$ cat config.mk
export PLATFORM = sky130hd
export DESIGN_NAME = cae_disp_ctl
export DESIGN_NICKNAME = d
export VERILOG_FILES = /design/src/rtl/cae_disp_ctl.sv
export SDC_FILE = /design/constraint.sdc
export NUM_CORES = 2
export LEC_CHECK = 0
export CORE_AREA = 2 2 747 749
export DETAILED_ROUTE_END_ITERATION = 12
export DIE_AREA = 0 0 749 751
export SLEW_MARGIN = 5
export SYNTH_ARGS = -nofsm -noshare
export SYNTH_HDL_FRONTEND = slang
export SYNTH_SLANG_ARGS = --single-unit
$ cat constraint.sdc
create_clock -name clk -period 81.3 [get_ports clk]
set_input_delay 16.26 -clock clk [delete_from_list [all_inputs] [get_ports clk]]
set_output_delay 16.26 -clock clk [all_outputs]
set_load 0.005 [all_outputs]
$ cat src/rtl/cae_disp_ctl.sv
`default_nettype none
// ============================================================================
// Module   : cae_disp_ctl
// Brief    : Dispatch controller. Holds the AEG register file (host-writable
//            low registers, read-only GVT and statistics above RO_BASE),
//            sequences IDLE/RUNNING/FINISHED runs with an optional timeout,
//            and reports exceptions. Optional debug CSR read port is built
//            only when CAE_DISP_CTL_CSR_EN is defined.
// Revision : 1.0 - initial release
// ============================================================================
module cae_disp_ctl #(
    parameter int NA     = 16,
    parameter int NSTAT  = 9,
    parameter int TO_IDX = 1
) (
    input  logic                  clk,
    input  logic                  i_reset,
    input  logic                  disp_inst_vld,
    input  logic [4:0]            disp_inst,
    input  logic [17:0]           disp_aeg_idx,
    input  logic                  disp_aeg_rd,
    input  logic                  disp_aeg_wr,
    input  logic [63:0]           disp_aeg_wr_data,
    output logic [17:0]           disp_aeg_cnt,
    output logic [15:0]           disp_exception,
    output logic                  disp_idle,
    output logic                  disp_stall,
    output logic                  disp_rtn_data_vld,
    output logic [63:0]           disp_rtn_data,
    input  logic [3:0]            i_aeid,
    input  logic                  core_done,
    input  logic [15:0]           core_gvt,
    input  logic                  stat_vld,
    input  logic [NSTAT*64-1:0]   stat_data,
    output logic                  core_rst_n,
    output logic [NA*64-1:0]      aeg_flat,
    input  logic                  csr_rd_vld,
    input  logic [15:0]           csr_address,
    output logic                  csr_rd_ack,
    output logic [63:0]           csr_rd_data
);

    // First read-only AEG: GVT lives here, statistics channels follow it
    localparam int RO_BASE = NA - NSTAT - 1;

    typedef enum logic [1:0] {
        ST_IDLE     = 2'd0,
        ST_RUNNING  = 2'd1,
        ST_FINISHED = 2'd2
    } state_t;

    state_t      r_state;
    logic        r_caep00;
    logic [31:0] r_cnt;
    logic [63:0] r_gvt;
    logic [63:0] r_stat [NSTAT];
    logic [63:0] r_aeg  [RO_BASE];
    logic        r_core_rst_n;
    logic        r_rtn_vld;
    logic [63:0] r_rtn_data;
    logic [1:0]  r_exc_lo;
    logic        r_exc_to;

    logic [63:0] w_aeg [NA];
    logic [63:0] w_rd_data;
    logic        w_caep00;
    logic        w_idx_bad;
    logic [31:0] w_cnt_nxt;
    logic [31:0] w_limit;
    logic        w_timeout;

    // Assemble the full AEG view from writable, GVT and statistics storage
    genvar g;
    generate
        for (g = 0; g < NA; g++) begin : g_aeg
            if (g < RO_BASE) begin : g_rw
                assign w_aeg[g] = r_aeg[g];
            end else if (g == RO_BASE) begin : g_gvt
                assign w_aeg[g] = r_gvt;
            end else begin : g_stat
                assign w_aeg[g] = r_stat[g - RO_BASE - 1];
            end
            assign aeg_flat[64*g +: 64] = w_aeg[g];
        end
    endgenerate

    assign w_caep00  = disp_inst_vld && (disp_inst == 5'd0);
    assign w_idx_bad = (disp_aeg_rd || disp_aeg_wr) && (disp_aeg_idx >= 18'(NA));
    assign w_cnt_nxt = r_cnt + 32'd1;
    assign w_limit   = w_aeg[TO_IDX][31:0];
    // Counter holds the number of RUNNING cycles completed, so the run ends
    // after exactly 'limit' RUNNING cycles
    assign w_timeout = (w_limit != 32'd0) && (w_cnt_nxt == w_limit);

    // Host read mux; out-of-range indices return zero
    always_comb begin
        w_rd_data = 64'd0;
        for (int i = 0; i < NA; i++) begin
            if (disp_aeg_idx == 18'(i)) begin
                w_rd_data = w_aeg[i];
            end
        end
    end

    // Dispatch side: writes, read returns, caep00 capture, decode exceptions
    always_ff @(posedge clk or posedge i_reset) begin
        if (i_reset) begin
            r_caep00   <= 1'b0;
            r_rtn_vld  <= 1'b0;
            r_rtn_data <= 64'd0;
            r_exc_lo   <= 2'b00;
            for (int i = 0; i < RO_BASE; i++) begin
                r_aeg[i] <= 64'd0;
            end
        end else begin
            r_caep00  <= w_caep00;
            r_rtn_vld <= disp_aeg_rd;
            if (disp_aeg_rd) begin
                r_rtn_data <= w_rd_data;
            end
            r_exc_lo  <= {w_idx_bad, disp_inst_vld && (disp_inst != 5'd0)};
            for (int i = 0; i < RO_BASE; i++) begin
                if (disp_aeg_wr && (disp_aeg_idx == 18'(i))) begin
                    r_aeg[i] <= disp_aeg_wr_data;
                end
            end
        end
    end

    // Statistics snapshot: load every channel whenever the core presents one
    always_ff @(posedge clk or posedge i_reset) begin
        if (i_reset) begin
            for (int k = 0; k < NSTAT; k++) begin
                r_stat[k] <= 64'd0;
            end
        end else if (stat_vld) begin
            for (int k = 0; k < NSTAT; k++) begin
                r_stat[k] <= stat_data[64*k +: 64];
            end
        end
    end

    // Run sequencer; core_done wins over a coincident timeout
    always_ff @(posedge clk or posedge i_reset) begin
        if (i_reset) begin
            r_state      <= ST_IDLE;
            r_cnt        <= 32'd0;
            r_gvt        <= 64'd0;
            r_exc_to     <= 1'b0;
            r_core_rst_n <= 1'b0;
        end else begin
            r_exc_to <= 1'b0;
            case (r_state)
                ST_IDLE: begin
                    if (r_caep00) begin
                        r_state      <= ST_RUNNING;
                        r_cnt        <= 32'd0;
                        r_core_rst_n <= (i_aeid == 4'd0);
                    end
                end
                ST_RUNNING: begin
                    r_cnt <= w_cnt_nxt;
                    if (i_aeid != 4'd0) begin
                        r_state      <= ST_FINISHED;
                        r_core_rst_n <= 1'b0;
                    end else if (core_done) begin
                        r_state      <= ST_FINISHED;
                        r_gvt        <= {48'd0, core_gvt};
                        r_core_rst_n <= 1'b0;
                    end else if (w_timeout) begin
                        r_state      <= ST_FINISHED;
                        r_gvt        <= 64'hFFFF;
                        r_exc_to     <= 1'b1;
                        r_core_rst_n <= 1'b0;
                    end else begin
                        r_core_rst_n <= 1'b1;
                    end
                end
                ST_FINISHED: begin
                    r_state      <= ST_IDLE;
                    r_core_rst_n <= 1'b0;
                end
                default: begin
                    r_state      <= ST_IDLE;
                    r_core_rst_n <= 1'b0;
                end
            endcase
        end
    end

`ifdef CAE_DISP_CTL_CSR_EN
    logic        r_csr_ack;
    logic [63:0] r_csr_data;

    // Debug CSR read: state, GVT and run counter, one-cycle latency
    always_ff @(posedge clk or posedge i_reset) begin
        if (i_reset) begin
            r_csr_ack  <= 1'b0;
            r_csr_data <= 64'd0;
        end else begin
            r_csr_ack <= csr_rd_vld;
            if (csr_rd_vld) begin
                case (csr_address)
                    16'h0:   r_csr_data <= {62'd0, r_state};
                    16'h1:   r_csr_data <= r_gvt;
                    16'h2:   r_csr_data <= {32'd0, r_cnt};
                    default: r_csr_data <= 64'd0;
                endcase
            end
        end
    end

    assign csr_rd_ack  = r_csr_ack;
    assign csr_rd_data = r_csr_data;
`else
    logic w_unused_csr;
    assign w_unused_csr = &{1'b0, csr_rd_vld, csr_address};
    assign csr_rd_ack   = 1'b0;
    assign csr_rd_data  = 64'd0;
`endif

    assign disp_aeg_cnt      = 18'(NA);
    assign disp_exception    = {13'd0, r_exc_to, r_exc_lo};
    assign disp_idle         = (r_state == ST_IDLE) && !r_caep00;
    assign disp_stall        = (r_state != ST_IDLE) || w_caep00 || r_caep00;
    assign disp_rtn_data_vld = r_rtn_vld;
    assign disp_rtn_data     = r_rtn_data;
    assign core_rst_n        = r_core_rst_n;

endmodule
`default_nettype wire

After elaboration in Yosys (flattened, before gate mapping)
Cells that the tools add are included.

Add/subtract/negate cells: 1. $lt $le $gt $ge: 1. Equality and inequality tests: 19. Multiplexer cells: 34. Bitwise operators: 1. Reductions and logical operators: 28.

Operators by type and width (count): two-way mux 64 bit (18); equality test 18 x 4 -> 1 bit, second input constant (8); equality test 18 x 3 -> 1 bit, second input constant (4); one-hot mux 32 bit (2 select lines) (1); equality test 18 x 2 -> 1 bit, second input constant (2); adder 32 x 1 -> 32 bit, second input constant (1); equality test 32 bit (1); two-way mux 32 bit (1); nonzero test 32 bit (1); equality test 18 x 1 -> 1 bit, second input constant (1); greater-or-equal comparator 18 x 5 -> 1 bit, second input constant (1); logical NOT 18 bit (1); logical AND 1 bit (11); two-way mux 1 bit (8); two-way mux 2 bit (4); nonzero test 2 bit (3); logical NOT 5 bit (1); nonzero test 5 bit (1); logical NOT 4 bit (1); != test 4 bit, second input constant (1); one-hot mux 2 bit (2 select lines) (1); AND reduction 2 bit (2); nonzero test 4 bit (1); logical OR 1 bit (3); other kinds (7) (7).

Register bits: 1128. Bits of input ports: 707. Word-level logic and storage cells: 108.

Depth between registers and ports, before layout
Depth after elaboration: 17. Mapped depth: 12. Gate-level depth less buffers: 9.

Worst setup path after synthesis
OpenSTA, ideal clock, no wires.

Kind: input-to-output. From: input disp_inst[1]. To: output disp_stall. Data arrival time: 17113 ps. Required time: 65040 ps. Slack: 47927 ps. Cell stages on the path: 4. Cells stage by stage: or4_1 nor2_1 and2_1 nand2b_1.

Word-level cells in the longest chain between the ends: 4.

RTL lines: start, declared (line 19) `input logic [4:0] disp_inst,`; logical NOT 5 bit (line 87) `assign w_caep00 = disp_inst_vld && (disp_inst == 5'd0);`; logical AND 1 bit (line 87); named net w_caep00 (line 66) `logic w_caep00;`; logical OR 1 bit (2 in series) (line 225) `assign disp_stall = (r_state != ST_IDLE) || w_caep00 || r_caep00;`; end, declared (line 27) `output logic disp_stall,`.

The timed path passes the listed nets, and every way through them passes these cells.

Final worst setup path
Same ends and word-level chain as after synthesis.

==> metrics.md <==
| Metric | Value |
|---|---|
| Clock Tree Buf Depth | `4` |
| Tightest Hold Check Type | `flip-flop to flip-flop` |
| Number of global-route vias before repair | `44920` |
| Mux contribution to synthesized area | `0.2303` |
| CP peak stage delay | `0.52 ns` |
| Post-Synth Adder-Cell Area | `0.0002530` |
| Syn Inst Count | `3940` |
| CP startpoint kind | `primary input` |
| # rows | `274` |
| Core footprint | `554700 um2` |
| # DRC | `0` |
| Number of synthesized flops with an enable pin | `0` |
| Hold endpoint | `disp_rtn_data[61]` |
| Clk root buf | `clkbuf_16` |
| Worst-Margin Slew | `1.353 ns` |
| Remaining global-route overflow | `0` |
| Post-Synth Simple-Gate Area | `0.05663` |
| Post-synth top area share | `0.5466` |
| Worst-path fanout max | `2` |
| CTS buffer count | `159` |
| Antenna viol nets, final | `0` |
| Io pins | `1898` |
| Main combinational cell family by area after synthesis | `multiplexers` |
| Total GRT Usage | `0.1868` |
| Resize count post-CTS | `0` |
| Worst Skew | `0.1153 ns` |
| Setup TNS | `0 ns` |
| Synth Area in Compound Gates | `0.1130` |
| Synth cell count leaders | `dfrtp_1, mux2_2, clkbuf_1, o21ai_0, nor2_1` |
| Max_cap viols | `0` |
| Clk_lat worst skew | `0.93 ns` |
| CP Class | `primary input to output port` |
| Asr flop ratio synth | `1.000` |
| Top area cells in the synthesized netlist | `dfrtp_1, mux2_2, buf_4` |
| Maximum clock rate | `29.14 MHz` |
| Die area | `562500 um2` |
| Layout cells sized above 1 | `0.2534` |
| Hold Path Origin | `disp_rtn_data[61]` |
| TritonRoute pass-1 iters | `7` |
| Final Slew Violations | `0` |
| Starting DRT DRC Count | `5139` |
| #FFs+latches synth | `1080` |
| Cell variety after synth | `77` |
| Synth Warn # | `0` |
| R2R Setup Slk | `76.90 ns` |
| Syn Area/Cell | `12.55 um2` |
| DP Area | `76080 um2` |
| Hold-fix buffers, CTS | `0` |
| Largest net degree at the start of global routing | `148` |
| Wirelength per Cell | `41.02 um` |
| Final std cells w/o fill | `13390` |
| Clock sink count | `1080` |
| Final Cycle Share | `0.4221` |
| Mapped cell area | `49450 um2` |
| Hold_ws | `0.4894 ns` |
| Worst r2r src | `r_cnt[5]` |
| # H-tree levels | `4` |
| Final Hold Fails | `0` |
| Leakage | `31.81 nW` |
| Critical path cell sequence | `clkdlybuf4s50_1, or4_1, nor2_1, and2_1, nand2b_1, clkdlybuf4s50_1` |
| RSZ-0062 raised after global routing | `false` |
| Worst Setup End Kind | `output port` |
| I/O Buffers | `1736` |
| Vias/cell | `3.548` |
| Total number of vias | `47490` |
| First-pass GRT wire length | `650900 um` |
| CP dominant cell by count | `clkdlybuf4s50_1` |
| Post-synthesis sequential area ratio | `0.5466` |
| Inst Count DP | `12890` |
| Top-count cell post-synth | `dfrtp_1` |
| Post-CTS Setup Inserts | `0` |
| Die H | `751 um` |
| DRT Wirelength | `549000 um` |
| Finished Cell Area | `81910 um2` |
| Peak VDD IR | `0.01563 mV` |
| Arrival @ worst endpoint | `18.06 ns` |
| Relative slew slack | `0.09555` |
| Worst reg-to-reg path cell count | `8` |
| Final min period | `34.32 ns` |
| Power Dens Cells | `19.36 nW/um2` |
| Pwr Total | `1.586 mW` |
| Die width | `749 um` |
| Hold depth | `2` |
| CTS tree | `yes` |
| Synth Area in XOR/XNOR | `0.006908` |
| Layout net count | `6446` |
| Gpl congestion | `0.9813` |
| Worst R2R End | `r_gvt[7]` |
| Initial Utilization | `0.08914` |
| Worst path slowest cell | `or4_1` |
| Reg clk slew, reported paths | `0.06 ns` |
| Hpwl dp | `467500 um` |
| Antenna violations before repair | `432` |
| Status | `finished, final reports clean` |
| Synth-to-layout area growth | `65.66%` |
| Synth area leader | `dfrtp_1` |
| Number of setup violations in the final report | `0` |
| Post-synth top flop | `dfrtp_1` |
| CP Data Required Time | `65.04 ns` |
## layout make-up
class / instances / area, um2
diodes: 211 / 528.0
multi-input cells: 2568 / 21070
clock inverters: 75 / 929.6
fillers: 62000 / 472800
repair buffers: 1912 / 18760
flip-flops and latches: 1080 / 27030
clock buffers: 208 / 4383
well taps: 7314 / 9151
inverters: 17 / 73.82
## cell families (layout without fill, tap and decap cells)
logic type / count (synthesis) / in the layout
compound gates: 800 / 800
xor+xnor: 39 / 39
fa+ha+maj: 1 / 1
buf+inv: 434 / 2212
flops: 1080 / 1080
mux: 1016 / 1016
other cells: 2 / 355
simple gates: 568 / 568
## cells in the final DEF, fill, tap and decap left out, types with 28 or more instances in the layout
| master | synthesis | layout |
|---|---|---|
| a21oi_1 | 107 | 105 |
| a221oi_1 | 60 | 58 |
| a222oi_1 | 47 | 47 |
| a22oi_1 | 128 | 128 |
| buf_4 | 148 | 174 |
| clkbuf_16 | 0 | 159 |
| clkdlybuf4s50_1 | 0 | 1730 |
| clkinv_2 | 0 | 28 |
| conb_1 | 2 | 144 |
| dfrtp_1 | 1080 | 1080 |
| diode_2 | 0 | 211 |
| mux2_2 | 964 | 964 |
| mux2i_1 | 42 | 42 |
| nand2_1 | 141 | 130 |
| nand3_1 | 72 | 68 |
| nor2_1 | 160 | 155 |
| o21ai_0 | 165 | 161 |
| o221ai_1 | 31 | 29 |
| o22ai_1 | 65 | 65 |
| o31ai_1 | 38 | 38 |
| xnor2_1 | 28 | 28 |
## state kept, by name, indices dropped and copies added (netlist names)
name and flops:
core_rst_n 1, r_caep00 1, r_gvt 16, r_cnt 32
disp_rtn_data_vld 1, disp_rtn_data 64, aeg_flat 960, r_state 2
r_exc_to 1, r_exc_lo 2
## metal layers
| metal | vias up | GRT usage | share of wire |
|---|---|---|---|
| li1 | 18390 | - | - |
| met1 | 24360 | 0.2084 | 0.37 |
| met2 | 3476 | 0.2880 | 0.44 |
| met3 | 1048 | 0.1001 | 0.13 |
| met4 | 220 | 0.09340 | 0.059 |
| met5 | - | 0.006399 | 0.0027 |
## power breakdown
part	switching [mW]	internal [mW]	total (mW)	leakage [nW]
registers	0.0559	0.568	0.624	13.7
logic	0.111	0.109	0.220	15.5
clock network	0.316	0.425	0.741	2.60
## critical path: cells and delay by family
| family | cells | cell delay [ns] |
|---|---|---|
| buffers and inverters | 2 | 0.90 |
| and+or+nand+nor | 4 | 0.90 |
## stage by stage
| stage | util | setup slack, ns |
|---|---|---|
| floorplan | - | 34.64 |
| global placement | 0.1372 | 46.91 |
| detailed placement | 0.1372 | 46.97 |
| CTS | 0.1467 | 46.98 |
| global route | 0.1473 | 46.91 |
| finish | 0.1477 | 46.98 |
## how the worst max path moves through the flow
stage          slack (ns)          from           to
6_report            46.98  disp_inst[1]   disp_stall
5_1_grt             46.91  disp_inst[1]   disp_stall
4_1_cts             46.98  disp_inst[0]   disp_stall
3_5_place_dp        46.97  disp_inst[1]   disp_stall
3_3_place_gp        46.91  disp_inst[0]   disp_stall
2_1_floorplan       34.64       i_reset  aeg_flat[0]
Power figures use the tool's default switching activity.
